===== src/rtl/prirv32_pkg.sv =====
// rtl/prirv32_pkg.sv - shared encodings, FSM states and defaults for the load/store unit
package prirv32_pkg;

    localparam int LSU_XLEN        = 32;
    localparam int LSU_BUS_TIMEOUT = 255;

    localparam logic [1:0] LSU_SIZE_B = 2'b00;
    localparam logic [1:0] LSU_SIZE_H = 2'b01;
    localparam logic [1:0] LSU_SIZE_W = 2'b10;
    localparam logic [1:0] LSU_SIZE_X = 2'b11;

    typedef enum logic [1:0] {
        LSU_IDLE = 2'd0,
        LSU_BUS  = 2'd1,
        LSU_RESP = 2'd2
    } lsu_state_e;

endpackage


===== src/rtl/prirv32_lsu_if.sv =====
// rtl/prirv32_lsu_if.sv - word-wide valid/ready data bus between the LSU and memory
interface prirv32_lsu_if;
    import prirv32_pkg::*;

    logic                  mem_valid;
    logic                  mem_ready;
    logic [LSU_XLEN-1:0]   mem_addr;
    logic [3:0]            mem_wstrb;
    logic [LSU_XLEN-1:0]   mem_wdata;
    logic [LSU_XLEN-1:0]   mem_rdata;

    modport master (
        output mem_valid, mem_addr, mem_wstrb, mem_wdata,
        input  mem_ready, mem_rdata
    );

    modport slave (
        input  mem_valid, mem_addr, mem_wstrb, mem_wdata,
        output mem_ready, mem_rdata
    );

endinterface


===== src/rtl/prirv32_lsu_align.sv =====
// rtl/prirv32_lsu_align.sv - store lane steering, strobes, misalignment detect and load extension
module prirv32_lsu_align
    import prirv32_pkg::*;
(
    input  logic        st_is_store_i,
    input  logic [1:0]  st_size_i,
    input  logic [1:0]  st_off_i,
    input  logic [31:0] st_wdata_i,
    output logic [31:0] st_lanes_o,
    output logic [3:0]  st_wstrb_o,
    output logic        st_misaligned_o,
    input  logic [1:0]  ld_size_i,
    input  logic [1:0]  ld_off_i,
    input  logic        ld_unsigned_i,
    input  logic [31:0] ld_rdata_i,
    output logic [31:0] ld_data_o
);

    logic [7:0]  ld_byte;
    logic [15:0] ld_half;

    always_comb begin
        st_misaligned_o = 1'b0;
        st_lanes_o      = st_wdata_i;
        st_wstrb_o      = 4'b0000;
        case (st_size_i)
            LSU_SIZE_B: begin
                st_lanes_o = {4{st_wdata_i[7:0]}};
                st_wstrb_o = 4'b0001 << st_off_i;
            end
            LSU_SIZE_H: begin
                st_misaligned_o = st_off_i[0];
                st_lanes_o      = {2{st_wdata_i[15:0]}};
                st_wstrb_o      = 4'b0011 << st_off_i;
            end
            LSU_SIZE_W: begin
                st_misaligned_o = (st_off_i != 2'b00);
                st_wstrb_o      = 4'b1111;
            end
            default: st_misaligned_o = 1'b1;
        endcase
        if (!st_is_store_i || st_misaligned_o) begin
            st_wstrb_o = 4'b0000;
        end
    end

    // Halves are only ever extracted at offset 0 or 2, so off[0] does not steer them.
    assign ld_byte = ld_rdata_i[{ld_off_i, 3'b000} +: 8];
    assign ld_half = ld_rdata_i[{ld_off_i[1], 4'b0000} +: 16];

    always_comb begin
        ld_data_o = ld_rdata_i;
        case (ld_size_i)
            LSU_SIZE_B: ld_data_o = {{24{ld_byte[7]  & ~ld_unsigned_i}}, ld_byte};
            LSU_SIZE_H: ld_data_o = {{16{ld_half[15] & ~ld_unsigned_i}}, ld_half};
            default:    ld_data_o = ld_rdata_i;
        endcase
    end

endmodule


===== src/rtl/prirv32_lsu.sv =====
// rtl/prirv32_lsu.sv - load/store unit: request latch, bus transaction FSM with timeout, writeback response
module prirv32_lsu
    import prirv32_pkg::*;
#(
    parameter int BUS_TIMEOUT = LSU_BUS_TIMEOUT,
    parameter int XLEN        = LSU_XLEN
) (
    input  logic             clk_i,
    input  logic             rst_n,
    input  logic             req_valid_i,
    output logic             req_ready_o,
    input  logic             req_is_store_i,
    input  logic [1:0]       req_size_i,
    input  logic             req_unsigned_i,
    input  logic [XLEN-1:0]  req_addr_i,
    input  logic [XLEN-1:0]  req_wdata_i,
    input  logic [4:0]       req_rd_i,
    prirv32_lsu_if.master    mem,
    output logic             resp_valid_o,
    output logic [4:0]       resp_rd_o,
    output logic [XLEN-1:0]  resp_rdata_o,
    output logic             resp_misaligned_o,
    output logic             resp_fault_o
);

    localparam int CW = (BUS_TIMEOUT > 1) ? $clog2(BUS_TIMEOUT + 1) : 1;
    localparam logic [CW-1:0] STALL_LIMIT = CW'(BUS_TIMEOUT);

    lsu_state_e      state_q;
    logic            is_store_q;
    logic [1:0]      size_q;
    logic [1:0]      off_q;
    logic            unsigned_q;
    logic [4:0]      rd_q;
    logic [CW-1:0]   stall_q;
    logic [CW-1:0]   stall_d;
    logic            timeout_d;

    logic            mem_valid_q;
    logic [XLEN-1:0] mem_addr_q;
    logic [3:0]      mem_wstrb_q;
    logic [XLEN-1:0] mem_wdata_q;
    logic            resp_valid_q;
    logic [4:0]      resp_rd_q;
    logic [XLEN-1:0] resp_rdata_q;
    logic            resp_misaligned_q;
    logic            resp_fault_q;

    logic [31:0]     st_lanes;
    logic [3:0]      st_wstrb;
    logic            st_misaligned;
    logic [31:0]     ld_data;

    prirv32_lsu_align u_align (
        .st_is_store_i   (req_is_store_i),
        .st_size_i       (req_size_i),
        .st_off_i        (req_addr_i[1:0]),
        .st_wdata_i      (req_wdata_i),
        .st_lanes_o      (st_lanes),
        .st_wstrb_o      (st_wstrb),
        .st_misaligned_o (st_misaligned),
        .ld_size_i       (size_q),
        .ld_off_i        (off_q),
        .ld_unsigned_i   (unsigned_q),
        .ld_rdata_i      (mem.mem_rdata),
        .ld_data_o       (ld_data)
    );

    assign stall_d   = stall_q + 1'b1;
    assign timeout_d = (BUS_TIMEOUT != 0) && (stall_d == STALL_LIMIT);

    always_ff @(posedge clk_i or negedge rst_n) begin
        if (!rst_n) begin
            state_q           <= LSU_IDLE;
            is_store_q        <= 1'b0;
            size_q            <= LSU_SIZE_B;
            off_q             <= 2'b00;
            unsigned_q        <= 1'b0;
            rd_q              <= '0;
            stall_q           <= '0;
            mem_valid_q       <= 1'b0;
            mem_addr_q        <= '0;
            mem_wstrb_q       <= '0;
            mem_wdata_q       <= '0;
            resp_valid_q      <= 1'b0;
            resp_rd_q         <= '0;
            resp_rdata_q      <= '0;
            resp_misaligned_q <= 1'b0;
            resp_fault_q      <= 1'b0;
        end else begin
            case (state_q)
                LSU_IDLE: begin
                    if (req_valid_i) begin
                        is_store_q <= req_is_store_i;
                        size_q     <= req_size_i;
                        off_q      <= req_addr_i[1:0];
                        unsigned_q <= req_unsigned_i;
                        rd_q       <= req_is_store_i ? 5'd0 : req_rd_i;
                        stall_q    <= '0;
                        if (st_misaligned) begin
                            state_q           <= LSU_RESP;
                            resp_valid_q      <= 1'b1;
                            resp_misaligned_q <= 1'b1;
                            resp_rd_q         <= req_is_store_i ? 5'd0 : req_rd_i;
                            resp_rdata_q      <= '0;
                        end else begin
                            state_q     <= LSU_BUS;
                            mem_valid_q <= 1'b1;
                            mem_addr_q  <= {req_addr_i[XLEN-1:2], 2'b00};
                            mem_wstrb_q <= st_wstrb;
                            mem_wdata_q <= req_is_store_i ? st_lanes : '0;
                        end
                    end
                end
                LSU_BUS: begin
                    // A completing handshake wins over a timeout reached in the same cycle.
                    if (mem.mem_ready || timeout_d) begin
                        state_q      <= LSU_RESP;
                        mem_valid_q  <= 1'b0;
                        mem_addr_q   <= '0;
                        mem_wstrb_q  <= '0;
                        mem_wdata_q  <= '0;
                        resp_valid_q <= 1'b1;
                        resp_rd_q    <= rd_q;
                        resp_fault_q <= !mem.mem_ready;
                        resp_rdata_q <= (mem.mem_ready && !is_store_q) ? ld_data : '0;
                    end else begin
                        stall_q <= stall_d;
                    end
                end
                LSU_RESP: begin
                    state_q           <= LSU_IDLE;
                    resp_valid_q      <= 1'b0;
                    resp_rd_q         <= '0;
                    resp_rdata_q      <= '0;
                    resp_misaligned_q <= 1'b0;
                    resp_fault_q      <= 1'b0;
                end
                default: state_q <= LSU_IDLE;
            endcase
        end
    end

    assign req_ready_o       = (state_q == LSU_IDLE);
    assign mem.mem_valid     = mem_valid_q;
    assign mem.mem_addr      = mem_addr_q;
    assign mem.mem_wstrb     = mem_wstrb_q;
    assign mem.mem_wdata     = mem_wdata_q;
    assign resp_valid_o      = resp_valid_q;
    assign resp_rd_o         = resp_rd_q;
    assign resp_rdata_o      = resp_rdata_q;
    assign resp_misaligned_o = resp_misaligned_q;
    assign resp_fault_o      = resp_fault_q;

endmodule


===== src/flat_wrapper.sv =====
// flat-port wrapper written by rule: the top's interface ports become plain ports
module prirv32_lsu_flat import prirv32_pkg::*;
#(
    parameter int BUS_TIMEOUT = LSU_BUS_TIMEOUT,
    parameter int XLEN        = LSU_XLEN
)
  (clk_i, rst_n, req_valid_i, req_ready_o, req_is_store_i, req_size_i, req_unsigned_i, req_addr_i, req_wdata_i, req_rd_i, resp_valid_o, resp_rd_o, resp_rdata_o, resp_misaligned_o, resp_fault_o, mem_mem_valid, mem_mem_addr, mem_mem_wstrb, mem_mem_wdata, mem_mem_ready, mem_mem_rdata);
  prirv32_lsu_if mem_i ();
  input  logic clk_i;
  input  logic rst_n;
  input  logic req_valid_i;
  output logic req_ready_o;
  input  logic req_is_store_i;
  input  logic [1:0] req_size_i;
  input  logic req_unsigned_i;
  input  logic [XLEN-1:0] req_addr_i;
  input  logic [XLEN-1:0] req_wdata_i;
  input  logic [4:0] req_rd_i;
  output logic resp_valid_o;
  output logic [4:0] resp_rd_o;
  output logic [XLEN-1:0] resp_rdata_o;
  output logic resp_misaligned_o;
  output logic resp_fault_o;
  output wire logic [$bits(mem_i.mem_valid)-1:0] mem_mem_valid;
  output wire logic [$bits(mem_i.mem_addr)-1:0] mem_mem_addr;
  output wire logic [$bits(mem_i.mem_wstrb)-1:0] mem_mem_wstrb;
  output wire logic [$bits(mem_i.mem_wdata)-1:0] mem_mem_wdata;
  input wire logic [$bits(mem_i.mem_ready)-1:0] mem_mem_ready;
  input wire logic [$bits(mem_i.mem_rdata)-1:0] mem_mem_rdata;
  assign mem_mem_valid = mem_i.mem_valid;
  assign mem_mem_addr = mem_i.mem_addr;
  assign mem_mem_wstrb = mem_i.mem_wstrb;
  assign mem_mem_wdata = mem_i.mem_wdata;
  assign mem_i.mem_ready = mem_mem_ready;
  assign mem_i.mem_rdata = mem_mem_rdata;
  prirv32_lsu #(.BUS_TIMEOUT(BUS_TIMEOUT), .XLEN(XLEN)) u_core (.clk_i(clk_i), .rst_n(rst_n), .req_valid_i(req_valid_i), .req_ready_o(req_ready_o), .req_is_store_i(req_is_store_i), .req_size_i(req_size_i), .req_unsigned_i(req_unsigned_i), .req_addr_i(req_addr_i), .req_wdata_i(req_wdata_i), .req_rd_i(req_rd_i), .mem(mem_i), .resp_valid_o(resp_valid_o), .resp_rd_o(resp_rd_o), .resp_rdata_o(resp_rdata_o), .resp_misaligned_o(resp_misaligned_o), .resp_fault_o(resp_fault_o));
endmodule

===== config.mk =====
export PLATFORM = sky130hd
export DESIGN_NAME = prirv32_lsu_flat
export DESIGN_NICKNAME = d
export VERILOG_FILES = /design/src/rtl/prirv32_pkg.sv /design/src/rtl/prirv32_lsu_if.sv /design/src/rtl/prirv32_lsu_align.sv /design/src/rtl/prirv32_lsu.sv /design/src/flat_wrapper.sv
export SDC_FILE = /design/constraint.sdc
export NUM_CORES = 1
export LEC_CHECK = 0
export CAP_MARGIN = 30
export CORE_UTILIZATION = 41
export CTS_CLUSTER_SIZE = 12
export DETAILED_ROUTE_END_ITERATION = 8
export GPL_TIMING_DRIVEN = 0
export PLACE_DENSITY = 0.75
export SETUP_SLACK_MARGIN = 0.02
export SYNTH_ARGS = -nofsm -noshare
export SYNTH_HDL_FRONTEND = slang
export SYNTH_HIERARCHICAL = 1
export SYNTH_SLANG_ARGS = --single-unit
export TNS_END_PERCENT = 20

===== constraint.sdc =====
create_clock -name clk_i -period 2.4 [get_ports clk_i]
set_input_delay 0.48 -clock clk_i [delete_from_list [all_inputs] [get_ports clk_i]]
set_output_delay 0.48 -clock clk_i [all_outputs]
set_load 0.02 [all_outputs]

## After elaboration in Yosys (flattened, before gate mapping)

Index checks and enable logic that the tools add are counted.
Widths: inputs -> output; s select.

- Bits of input ports: 109
- Word-level logic and storage cells: 101
- Flip-flop bits (word level): 130
- Output and inout bits: 110

- Mux-type cells: 45
- $add $sub $neg: 1
- Reductions and logical operators: 21
- Shift operators: 4
- Equal/unequal tests: 11
- Bitwise logic cells: 3

Operator list:

| cell | number |
|---|---|
| $mux 32 | 10 |
| $pmux 32 s2 | 4 |
| $pmux 32 s3 | 1 |
| $shiftx 32x6->16 | 1 |
| $shiftx 32x6->8 | 1 |
| $mux 5 | 4 |
| $mux 4 | 4 |
| $mux 8 | 2 |
| $pmux 8 s2 | 1 |
| $pmux 5 s3 | 1 |
| $pmux 4 s3 | 1 |
| $add 8x1->8 const B | 1 |
| $eq 8x8->1 const B | 1 |
| $pmux 4 s2 | 1 |
| $reduce_and 4->1 | 2 |
| $reduce_bool 2->1 | 4 |
| $mux 1 | 7 |
| $eq 2x1->1 const B | 3 |
| $logic_not 2->1 | 3 |
| $mux 2 | 3 |
| $ne 2x2->1 const B | 3 |
| $pmux 1 s2 | 3 |
| $pmux 1 s3 | 2 |
| $reduce_and 2->1 | 3 |
| other kinds (12) | 19 |

## Longest topological paths before layout

Gate-level depths: netlist of run 1.

- Depth in word-level cells: 7
- Depth in mapped cells: 10
- Depth with buffers taken out: 7

## By module

Netlist of run 1, hierarchy kept.

Modules (own cells, without submodules):

| module | cells each | area an instance (µm²) | times used | seq. area each (µm²) |
|---|---|---|---|---|
| prirv32_lsu | 404 | 5,144.9 | 1 | 3,203.1 |
| prirv32_lsu_align | 196 | 1,167.4 | 1 | 0.0 |

## Worst setup path before layout of run 1

No wires, ideal clock.

- Path kind: input-to-reg
- From: input req_size_i[0]
- To: register u_core.resp_rdata_q[22] (netlist: u_core/resp_rdata_o[22])
- Required time: 2.333 ns
- Setup slack: -0.074 ns
- Stages: 8
- Arrival time: 2.407 ns
- Path buffers: 3
- Cells stage by stage: clkbuf_1 > buf_2 > o22a_1 > nand2_1 > a21oi_1 > nor4b_1 > clkbuf_1 > a22o_1

- Word-level cells in the longest chain between the ends: 4
- Elaborated cells on any way between the ends: 6
- Those cells by class: eq/ne: 3; mux: 1; reduce/logical: 2

Ends and longest elaborated chain:

| item | line | source |
|---|---|---|
| from (decl) | flat_wrapper.sv:14 | `input logic [1:0] req_size_i;` |
| $eq 2x2->1, or another cell as far along | prirv32_lsu_align.sv:26 | `case (st_size_i)` |
| $pmux 1 s3 (*) | prirv32_lsu_align.sv:26 |  |
| named net u_core.st_misaligned | prirv32_lsu.sv:51 | `logic st_misaligned;` |
| $ne 2x1->1 (no line) (*) | -- |  |
| $reduce_and 4->1 (no line) (*) | -- |  |
| to (signal assigned) | prirv32_lsu.sv:126 | `resp_rdata_q <= (mem.mem_ready && !is_store_q) ? ld_data : '0;` |
| to (decl) | prirv32_lsu.sv:45 | `logic [XLEN-1:0] resp_rdata_q;` |

Mark *: on every way through the listed nets, which the timed path passes. The rest lies on a longest branch.
A chain may end at the register's enable or synchronous reset.

## Final worst setup path of run 1

- From: register u_core.stall_q[1]
- To: register u_core.mem_wdata_q[26] (netlist: u_core/mem.mem_wdata[26])

- Word-level cells in the longest chain between the ends: 5

Ends and longest elaborated chain:

| item | line | source |
|---|---|---|
| from (decl) | prirv32_lsu.sv:35 | `logic [CW-1:0] stall_q;` |
| from (signal assigned) | prirv32_lsu.sv:128 | `stall_q <= stall_d;` |
| $add 8x1->8 | prirv32_lsu.sv:69 | `assign stall_d = stall_q + 1'b1;` |
| $eq 8x8->1 | prirv32_lsu.sv:70 | `assign timeout_d = (BUS_TIMEOUT != 0) && (stall_d == STALL_LIMIT);` |
| $logic_or 1x1->1 | prirv32_lsu.sv:117 | `if (mem.mem_ready \|\| timeout_d) begin` |
| $ne 2x1->1 (no line) | -- |  |
| $reduce_and 4->1 (no line) | -- |  |
| to (signal assigned) | prirv32_lsu.sv:111 | `mem_wdata_q <= req_is_store_i ? st_lanes : '0;` |
| to (decl) | prirv32_lsu.sv:42 | `logic [XLEN-1:0] mem_wdata_q;` |

No other way between the ends.

==> results of run 1 <==
==> metrics by stage <==
| stage | std cells | hold slack (ns) | TNS [ns] |
|---|---|---|---|
| after floorplan | 601 | 0.1844 | -0.08826 |
| after global placement | 1001 | 0.4666 | -638.39 |
| after detailed placement | 1003 | 0.3655 | -91.53 |
| after CTS | 1040 | 0.4853 | 0 |
| after global routing | 1053 | 0.5034 | -5.049 |
| final | 1053 | 0.4869 | 0 |
==> layout make-up <==
class	instances	area, µm²
Antenna cell	3	7.507
Buffer	57	374.1
Clock buffer	17	425.4
Clock inverter	15	206.4
Fill cell	1145	5047
Inverter	11	41.29
Multi-Input combinational cell	403	2873
Sequential cell	128	3207
Tap cell	184	230.2
Timing Repair Buffer	235	2342
==> layer usage <==
layer / up-vias / GRT usage [%] / wire length (µm)
li1: 2700 / - / -
met1: 2898 / 31.02 / 8231
met2: 342 / 40.92 / 9517
met3: 51 / 8.539 / 1876
met4: 0 / 12.62 / 584
met5: - / 0 / 0
==> sequential cells by signal, indices dropped and copies added (netlist names) <==
register,cells
u_core/resp_fault_o,1
u_core/off_q,2
u_core/resp_rd_o,5
u_core/mem.mem_addr,30
u_core/resp_rdata_o,32
u_core/unsigned_q,1
u_core/mem.mem_wdata,32
u_core/size_q,2
u_core/rd_q,5
u_core/stall_q,8
u_core/mem.mem_valid,1
u_core/resp_misaligned_o,1
u_core/resp_valid_o,1
u_core/state_q,2
u_core/mem.mem_wstrb,4
u_core/is_store_q,1
==> worst register-to-register path, stage by stage, from the launching register on <==
cell,delay (ns)
dfrtp_1,0.40
buf_4,0.16
ha_4,0.18
a21oi_1,0.18
o21ai_0,0.12
a31oi_2,0.28
a21oi_4,0.11
a22o_4,0.29
buf_8,0.15
clkbuf_16,0.16
a22o_1,0.21
==> repair_timing <==
| action | 4_1_cts | 5_1_grt |
|---|---|---|
| pin swaps | 3 | 9 |
| hold buffers | 1 | 0 |
| gates resized for setup | 39 | 29 |
| gates cloned | 0 | 2 |
| setup buffers | 5 | 9 |
| setup endpoints to repair | 105 | 110 |
| hold endpoints to repair | 27 | 0 |
==> power breakdown <==
| part | internal (µW) | total (µW) | switching (µW) |
|---|---|---|---|
| sequential | 2810 | 3240 | 427 |
| clock | 1750 | 2750 | 1000 |
| combinational | 2290 | 4910 | 2620 |
| total | 6850 | 10900 | 4050 |
==> path summary, 6_finish.rpt <==
check | from | end | slack (ns) | cells past startpoint
max | u_core/stall_q[1]$_DFFE_PN0P_ | u_core/mem.mem_wdata[26]$_DFFE_PN0P_ | 0.05 | 10
max reg2reg | u_core/stall_q[1]$_DFFE_PN0P_ | u_core/mem.mem_wdata[26]$_DFFE_PN0P_ | 0.05 | 10
min | u_core/resp_rd_o[2]$_DFFE_PN0P_ | u_core/resp_rd_o[2]$_DFFE_PN0P_ | 0.49 | 1
max in group asynchronous | rst_n | u_core/mem.mem_wdata[9]$_DFFE_PN0P_ | 1.11 | 3
min in group asynchronous | rst_n | u_core/rd_q[2]$_DFFE_PN0P_ | 0.50 | 2
min reg2reg | u_core/resp_rd_o[2]$_DFFE_PN0P_ | u_core/resp_rd_o[2]$_DFFE_PN0P_ | 0.49 | 1
==> logic make-up after synthesis <==
family	count (synthesis)	synth area share (%)
other	1	0.05941
muxes	40	7.275
adders and majority gates	6	1.189
and+or+nand+nor	165	11.99
DFF	128	50.74
buffers and inverters	70	5.312
AOI/OAI and AO/OA	189	23.29
xor gates and xnor gates	1	0.1388
==> cells in the mapped netlist (all sizes together) (2+ instances only) <==
library cell | number | area (µm²)
o211ai | 2 | 15.01
nor2b | 5 | 31.28
a221o | 8 | 80.08
a31oi | 5 | 31.28
buf | 27 | 173.9
ha | 6 | 75.07
nand4 | 4 | 31.28
o21ai | 34 | 170.2
a22o | 101 | 884.6
nand3 | 11 | 55.05
mux4 | 2 | 45.04
a21oi | 13 | 68.82
and3b | 2 | 17.52
nand2b | 15 | 93.84
o22a | 2 | 17.52
inv | 11 | 41.29
nor3 | 4 | 20.02
and3 | 3 | 18.77
nor2 | 14 | 52.55
a41o | 2 | 20.02
mux2i | 11 | 110.1
nand2 | 98 | 367.9
mux2 | 27 | 304.0
dfrtp | 128 | 3203
clkbuf | 32 | 120.1
a22oi | 7 | 52.55
nor3b | 2 | 15.01
==> results.yml, run 1 <==
critical_path:
  crit_path_end_kind: "flip-flop"
  crit_chain: "buf_4 > ha_4 > a21oi_1 > o21ai_0 > a31oi_2 > a21oi_4 > a22o_4 > buf_8 > clkbuf_16 > a22o_1"
  critPathLaunchType: "flip-flop"
  critPathBufInv: 3
  criticalPathCategory: "flip-flop to flip-flop"
  worstPathMaxFanout: 8
  cp.required_ns: 2.71
  cpPeakStageDelay_ns: 0.40
  cp_top_family: "compound AO/OA/AOI/OAI gates"
  cpMaxStageDelayCell: "dfrtp_1"
  cp_data_arrival_time_ns: 2.66
global_route:
  grt_first_pass_wirelength_mm: 31.44
  antenna_found_initial: 3
  grt_max_degree: 102
  gr-total-overflow: 0
  grt_pass1_vias: 6033
  track_usage_pct: 25.60
synth:
  synth_warnings: 6
  seq_area_frac_synth_pct: 50.74
  async_flop_share_pct: 100.0
  avgSynthCellArea_um2: 10.52
  synth_cell_types: 58
  synth-seq-cells: 128
  syn_area_um2: 6312
  synth_edf_count: 0
  ys.flop_type: "dfrtp_1"
  syn_inst: 600
routing:
  drt_pass1_iterations: 5
  drt_iter0_markers: 541
  drc: 0
  antenna_left: 0
  vias_per_cell: 5.689
  drt-total-wl_mm: 20.21
  drt-wirelength-per-cell_um: 19.19
  vias: 5991
timing:
  worst_slack_ns: 0.04735
  fin_skew_ns: 0.008275
  period_minus_slack_ns: 2.353
  fmax_ghz: 0.4251
  rsz0062_at_grt: "yes"
  finalHoldViolations: 0
  worst_slew_pin_slew_ns: 0.7767
  setup_viol: 0
  period_share_pct: 98.03
  relSlewSlack_pct: 48.03
  drv_slew: 0
outcome:
  outcome: "complete, no violations"
final_layout:
  fin_util_pct: 65.79
  final_cell_mix: "clkdlybuf4s50_1 (210), dfrtp_1 (125), a22o_1 (100), nand2_1 (98), o21ai_0 (30)"
  final_common_cell: "clkdlybuf4s50_1"
  drive_above_1_share_pct: 15.13
  area_growth_pct: 53.78
  design_area_um2: 9707
  final_nets: 968
floorplanning:
  ioPinCount: 219
  coreArea_um2: 14750
  row_count: 44
  die_w_um: 126.1
  initial_core_util_pct: 42.78
  die_y_um: 126.1
  dieArea_um2: 15900
flow_run:
  maxCapViolCount: 0
clock_network:
  h-tree-depth: 4
  cts_tree: "done"
  numClockSinks: 128
  cts_buffers: 17
  clk_pin_slew_ns: 0.06
  clock_latency_ns: 0.42
  clockRootBuffer: "clkbuf_16"
  clockBufferDepth: 2
power_and_ir_drop:
  power_uw: 10900
  cellLeakagePower_uw: 0.004430
  cellPowerDensity_nw_per_um2: 1123
  ir_worst_vdd_v: 0.0005977
place:
  port_buffers: 216
  detailed_place_hpwl_mm: 14.29
  place_area_um2: 8748
  gp_congestion: 0.9172
  pre_cts_slack_ns: -1.303
worst_hold_path:
  worstHoldPathType: "flip-flop to flip-flop"
No activity file was read; power rests on OpenSTA's default activity.
==> run 2, diff against run 1 <==
- CAP_MARGIN: 30 -> 20
- CORE_MARGIN: unset -> 5
- TNS_END_PERCENT: 20 -> 5
==> run 2 against run 1 <==
Compared with the run above:
- hold slack got worse by 0.0051 ns
- non-clock buffer count rose by 5
- cell area fell by 0.13%
- power fell by 1.7%
- count of clock-buffer cells in the layout rose by 8
- register-to-register slack barely moved
- first-iteration DRC count fell by 13%
- maximum frequency fell by 0.47%
- critical path depth fell by 1
- sequential power barely moved
- flip-flop and latch count did not move
==> results.yml, run 2 (synthesized netlist as in run 1, its figures left out) <==
power_and_ir_drop:
  power_frac_seq_pct: 30.4
  cellPowerDensity_nw_per_um2: 1105
  ir_worst_vdd_v: 0.0005810
  switchingPower_uw: 3959
  cellLeakagePower_uw: 0.004429
  internal-power_uw: 6756
  p_comb_share_pct: 46.0
  power.share.switching_pct: 36.94
  p_clk_share_pct: 23.6
final_layout:
  fin_util_pct: 64.01
  drive_above_1_share_pct: 14.73
  fill_cells: 1186
  area_growth_pct: 53.58
  final_nets: 973
  final_cell_mix: "clkdlybuf4s50_1 (211), dfrtp_1 (125), a22o_1 (100), nand2_1 (98), buf_4 (31)"
  final_common_cell: "clkdlybuf4s50_1"
floorplanning:
  coreArea_um2: 15150
  ioPinCount: 219
  dieArea_um2: 17980
  die_y_um: 134.1
  initial_core_util_pct: 41.68
  die_w_um: 134.1
  row_count: 45
global_route:
  grt_use_met3_pct: 8.402
  antenna_found_initial: 1
  grt_pass1_vias: 6017
  gr-total-overflow: 0
  use_met1_pct: 28.85
  busiest_layer: "met2"
  grt_use_met2_pct: 35.35
  grt_max_degree: 89
  track_usage_pct: 22.44
  grt_first_pass_wirelength_mm: 32.18
timing:
  fin_skew_ns: 0.007622
  worst_slew_pin_slew_ns: 0.7243
  finalHoldViolations: 0
  fmax_ghz: 0.4231
  relSlewSlack_pct: 51.54
  hold_slack_ns: 0.4818
  rsz0062_at_grt: "yes"
  setup_viol: 0
  period_share_pct: 98.49
  drv_slew: 0
  period_minus_slack_ns: 2.364
routing:
  vias: 5964
  drt_iter0_markers: 468
  drt-wirelength-per-cell_um: 19.83
  drt_pass1_iterations: 5
  drc: 0
  vias_per_cell: 5.632
  drt-total-wl_mm: 21.00
  antenna_left: 0
place:
  gp_congestion: 0.9196
  port_buffers: 216
  detailed_place_hpwl_mm: 15.12
critical_path:
  critPathLaunchType: "flip-flop"
  cpMaxStageDelayCell: "or3_4"
  crit_chain: "buf_6 > nand4_4 > or3_4 > a221oi_4 > a21oi_4 > a22o_4 > buf_8 > buf_4 > a22o_1"
  worstPathMaxFanout: 6
  cp.required_ns: 2.69
  cpPeakStageDelay_ns: 0.40
  cp_data_arrival_time_ns: 2.66
  crit_path_end_kind: "flip-flop"
  criticalPathCategory: "flip-flop to flip-flop"
worst_hold_path:
  worstHoldPathType: "flip-flop to flip-flop"
clock_network:
  cts_tree: "done"
  clk_pin_slew_ns: 0.05
  cts_buffers: 17
  clockBufferDepth: 2
  numClockSinks: 128
  h-tree-depth: 4
  clock_latency_ns: 0.41
  clockRootBuffer: "clkbuf_16"
flow_run:
  maxCapViolCount: 0
outcome:
  outcome: "complete, no violations"
## run 2: cell types whose count changed in the layout (fill, tap and decap cells not counted), sizes merged, moves of 2 or more
cell	previous run	this run
clkbuf	47	56
bufinv	4	2
buf	46	50
clkinv	5	3
clkinvlp	2	0
inv	15	11
## run 2: power by group through the flow
stage                     Combinational [µW]  Clock (µW)  Sequential, µW
after floorplan                         2040           0            3840
after global placement                  4590           0            3240
after detailed placement                4690           0            3250
after CTS                               4770        2560            3250
after global routing                    5250        2670            3340
final                                   4930        2520            3260
## run 2: final cells by class
class                      count  area, µm²  share of cell area, %
clock buffer                  25      495.5                  5.111
inverter                      11      41.29                 0.4259
antenna                        2      5.005                0.05163
timing repair buffer         239       2391                  24.66
sequential                   128       3207                  33.08
buffer                        58      377.9                  3.898
tap                          188      235.2                  2.426
clock inverter                 5      78.83                 0.8131
multi-input combinational    403       2863                  29.53
## run 2: final timing paths
path                                               start                                    to  slack [ns]  depth (start not counted)
setup / recovery           u_core/stall_q[3]$_DFFE_PN0P_  u_core/mem.mem_wdata[31]$_DFFE_PN0P_        0.04                          9
hold / removal                u_core/rd_q[0]$_DFFE_PN0P_            u_core/rd_q[0]$_DFFE_PN0P_        0.48                          2
setup reg to reg           u_core/stall_q[3]$_DFFE_PN0P_  u_core/mem.mem_wdata[31]$_DFFE_PN0P_        0.04                          9
hold reg to reg               u_core/rd_q[0]$_DFFE_PN0P_            u_core/rd_q[0]$_DFFE_PN0P_        0.48                          2
max in group asynchronous                          rst_n   u_core/mem.mem_wstrb[0]$_DFFE_PN0P_        1.08                          3
min in group asynchronous                          rst_n   u_core/resp_rdata_o[28]$_DFFE_PN0P_        0.56                          2
## run 2: layer usage
| layer | vias to the layer above | part of all wire, % |
|---|---|---|
| li1 | 2705 | - |
| met1 | 2892 | 41 |
| met2 | 328 | 46 |
| met3 | 39 | 11 |
| met4 | 0 | 2.3 |
| met5 | - | 0 |
## run 2: critical path, delay by kind of cell, from the launching register on
family                 cells  cell delay, ns
buffers and inverters      3            0.41
flip-flops                 1            0.33
AND/OR/NAND/NOR            2            0.51
AO/OA/AOI/OAI              4            1.01
## run 2: stage by stage
stage	total power, µW	worst slack, ns	instances	setup TNS [ns]	cell area, µm²
finish	10720	0.03622	1059	0	9694
global route	11260	-0.04139	1058	-0.9739	9692
CTS	10580	-0.01316	1039	-0.1247	9442
detailed placement	7940	-1.190	1007	-83.53	8753
global placement	7834	-4.078	1005	-636.02	8720
floorplan	5876	-0.002942	601	-0.08826	6322
## run 2: repair_timing
action / CTS / global route
cloned: 0 / 2
setup endpoints to repair: 105 / 110
hold endpoints to repair: 33 / 0
setup buffers: 2 / 16
hold buffers: 1 / 0
gates resized for setup: 33 / 35
pin swaps: 3 / 10
==> run 3, diff against run 2 <==
- CORE_UTILIZATION: 41 -> 49
- HOLD_SLACK_MARGIN: unset -> 0.05
- PLACE_DENSITY: 0.75 -> 0.84
- SYNTH_HIERARCHICAL: 1 -> unset
- clock period: 2.4 -> 2.8 ns (I/O delays scaled with it)
==> run 3 against run 2 <==
Compared with the run above:
- global-route usage is 4.7 points higher
- largest cell class unchanged
- critical path depth stayed put
- highest routed layer unchanged
- wire length is 4.6% lower
- synthesized cell count is 2.8% higher
- critical path type unchanged
- via count is 0.97% lower
- sequential share of layout area is 1.1 points higher
- critical endpoint is now u_core.resp_rdata_o[7]$_DFFE_PN0P_
==> results.yml, run 3 <==
final_layout:
  regArea_um2: 3203
  final_common_cell: "clkdlybuf4s50_1"
  final_nets: 966
  area_growth_pct: 48.98
  final_cell_mix: "clkdlybuf4s50_1 (212), dfrtp_1 (128), nand2_1 (83), a22o_1 (52), o21ai_0 (44)"
  fin_util_pct: 74.28
  fill_cells: 900
  diodes: 0
  design_area_um2: 9374
  multi_input_area_um2: 2756
  drive_above_1_share_pct: 8.449
routing:
  vias_per_cell: 5.701
  drt_pass1_iterations: 7
  drt-wirelength-per-cell_um: 19.34
  drt-total-wl_mm: 20.03
  vias: 5906
  drc: 0
  antenna_left: 0
  drt_iter0_markers: 515
critical_path:
  cp.required_ns: 3.13
  worstPathMaxFanout: 10
  cp_top_family: "buffers and inverters"
  cpPeakStageDelay_ns: 0.46
  critPathBufInv: 4
  crit_chain: "inv_1 > ha_1 > inv_2 > clkbuf_1 > or3_1 > buf_2 > a221oi_1 > o31ai_1 > o21ai_1"
  cp_data_arrival_time_ns: 2.90
  criticalPathCategory: "flip-flop to flip-flop"
  crit_path_end_kind: "flip-flop"
  critPathLaunchType: "flip-flop"
  cpMaxStageDelayCell: "or3_1"
clock_network:
  clk_pin_slew_ns: 0.06
  h-tree-depth: 4
  cts_buffers: 17
  numClockSinks: 128
  cts_tree: "done"
  clockBufferDepth: 2
  clockRootBuffer: "clkbuf_16"
  clock_latency_ns: 0.41
timing:
  drv_slew: 0
  rsz0062_at_grt: "no"
  fmax_ghz: 0.3891
  period_minus_slack_ns: 2.570
  worst_slew_pin_slew_ns: 0.9744
  period_share_pct: 91.79
  worst_slack_ns: 0.2300
  finalHoldViolations: 0
  fin_skew_ns: 0.01332
  relSlewSlack_pct: 34.80
  setup_viol: 0
  hold_slack_ns: 0.1628
place:
  place_area_um2: 8672
  port_buffers: 213
  pre_cts_slack_ns: -0.1839
  gp_congestion: 0.8993
  detailed_place_hpwl_mm: 15.13
global_route:
  grt_pass1_vias: 6183
  grt_max_degree: 69
  track_usage_pct: 27.17
  busiest_layer: "met2"
  antenna_found_initial: 0
  use_met1_pct: 32.78
  grt_use_met3_pct: 8.646
  grt_first_pass_wirelength_mm: 31.85
  gr-total-overflow: 0
  grt_use_met2_pct: 46.08
synth:
  ys.flop_type: "dfrtp_1"
  netlist.area_leader.share_pct: 50.90
  async_flop_share_pct: 100.0
  synth_area_leader_cell: "dfrtp_1"
  seq_area_frac_synth_pct: 50.90
  avgSynthCellArea_um2: 10.20
  synth_commonest_cells: "dfrtp_1 (128), nand2_1 (83), a22o_1 (52), o21ai_0 (44), mux2i_1 (29)"
  synth-seq-cells: 128
  synth_cell_types: 54
  synth_warnings: 0
  syn_inst: 617
  synthTopCellsByArea: "dfrtp_1 (51%), a22o_1 (7.2%), nand2_1 (5.0%)"
  syn_area_um2: 6292
  synth_edf_count: 0
  synth_most_common_cell: "dfrtp_1"
floorplanning:
  ioPinCount: 219
  dieArea_um2: 15210
  coreArea_um2: 12620
  row_count: 41
  die_w_um: 123.3
  initial_core_util_pct: 49.86
  die_y_um: 123.3
flow_run:
  maxCapViolCount: 0
power_and_ir_drop:
  cellLeakagePower_uw: 0.004019
  cellPowerDensity_nw_per_um2: 1037
  ir_worst_vdd_v: 0.0006675
worst_hold_path:
  worstHoldPathType: "primary input to async pin"
outcome:
  outcome: "complete, no violations"
run 3: cell count changes after synthesis, moves of 14 or more:
cell | previous run | this run
mux2_2 | 22 | 6
mux2i_1 | 11 | 29
nor2b_1 | 5 | 20
nand2_1 | 98 | 83
o21ai_0 | 30 | 44
o31ai_1 | 1 | 21
a22o_1 | 101 | 52
o2bb2ai_1 | 0 | 19
run 3: kinds of logic (layout without fill, tap and decap cells):
| group | Yosys count | count (layout) | synth area share [%] |
|---|---|---|---|
| xor gates and xnor gates | 1 | 1 | 0.1392 |
| buffers and inverters | 73 | 319 | 5.448 |
| adders and majority gates | 6 | 6 | 1.193 |
| other | 1 | 2 | 0.05960 |
| muxes | 38 | 38 | 6.761 |
| and+or+nand+nor | 168 | 168 | 12.53 |
| DFF | 128 | 128 | 50.90 |
| AOI/OAI and AO/OA | 202 | 202 | 22.97 |
run 3: final timing paths:
| kind | start | to | slack, ns | depth (start not counted) |
|---|---|---|---|---|
| max | u_core.state_q[1]$_DFFE_PN0P_ | u_core.resp_rdata_o[7]$_DFFE_PN0P_ | 0.23 | 9 |
| min | rst_n | u_core.mem.mem_wdata[8]$_DFFE_PN0P_ | 0.16 | 1 |
| max reg2reg | u_core.state_q[1]$_DFFE_PN0P_ | u_core.resp_rdata_o[7]$_DFFE_PN0P_ | 0.23 | 9 |
| min reg2reg | u_core.resp_rdata_o[2]$_DFFE_PN0P_ | u_core.resp_rdata_o[2]$_DFFE_PN0P_ | 0.48 | 2 |
| max in group asynchronous | rst_n | u_core.mem.mem_wdata[26]$_DFFE_PN0P_ | 1.91 | 2 |
| min in group clk_i | u_core.resp_rdata_o[2]$_DFFE_PN0P_ | u_core.resp_rdata_o[2]$_DFFE_PN0P_ | 0.48 | 2 |
run 3: stage by stage:
step	TNS (ns)	total power, µW	std cells
after floorplan	0	5227	618
after global placement	-474.63	7015	1003
after detailed placement	-5.810	7118	1004
after CTS	0	9753	1036
after global routing	0	10200	1036
final	0	9722	1036
run 3: where the power goes:
group / switching (µW) / leakage (µW) / internal (µW)
Clock: 841 / 0.000329 / 1750
Sequential: 378 / 0.00170 / 2450
Combinational: 2420 / 0.00199 / 1890
Total: 3640 / 0.00402 / 6080
run 3: timing repair:
item / in CTS / in global routing
endpoints found under the setup margin: 0 / 10
resized for setup: 0 / 1
hold buffers: 0 / 0
setup buffers: 0 / 0
run 3: worst register-to-register path, stage by stage, from the launching register on:
cell      delay (ns)
dfrtp_1         0.40
inv_1           0.11
ha_1            0.36
inv_2           0.06
clkbuf_1        0.29
or3_1           0.47
buf_2           0.20
a221oi_1        0.30
o31ai_1         0.17
o21ai_1         0.14
run 3: layout make-up:
cell class              instances  share of cell area [%]
well taps                     172                   2.296
plain buffers                  51                   2.776
repair buffers                214                   23.05
multi-input cells             417                   29.40
flip-flops and latches        128                   34.17
clock buffers                  20                   4.979
clock inverters                12                   2.443
inverters                      22                  0.8809
run 3: per-layer routing:
metal  vias up  part of all wire (%)
li1       2708                     -
met1      2877                    40
met3        37                   9.4
met2       284                    48
met4         0                   2.4
met5         -                     0
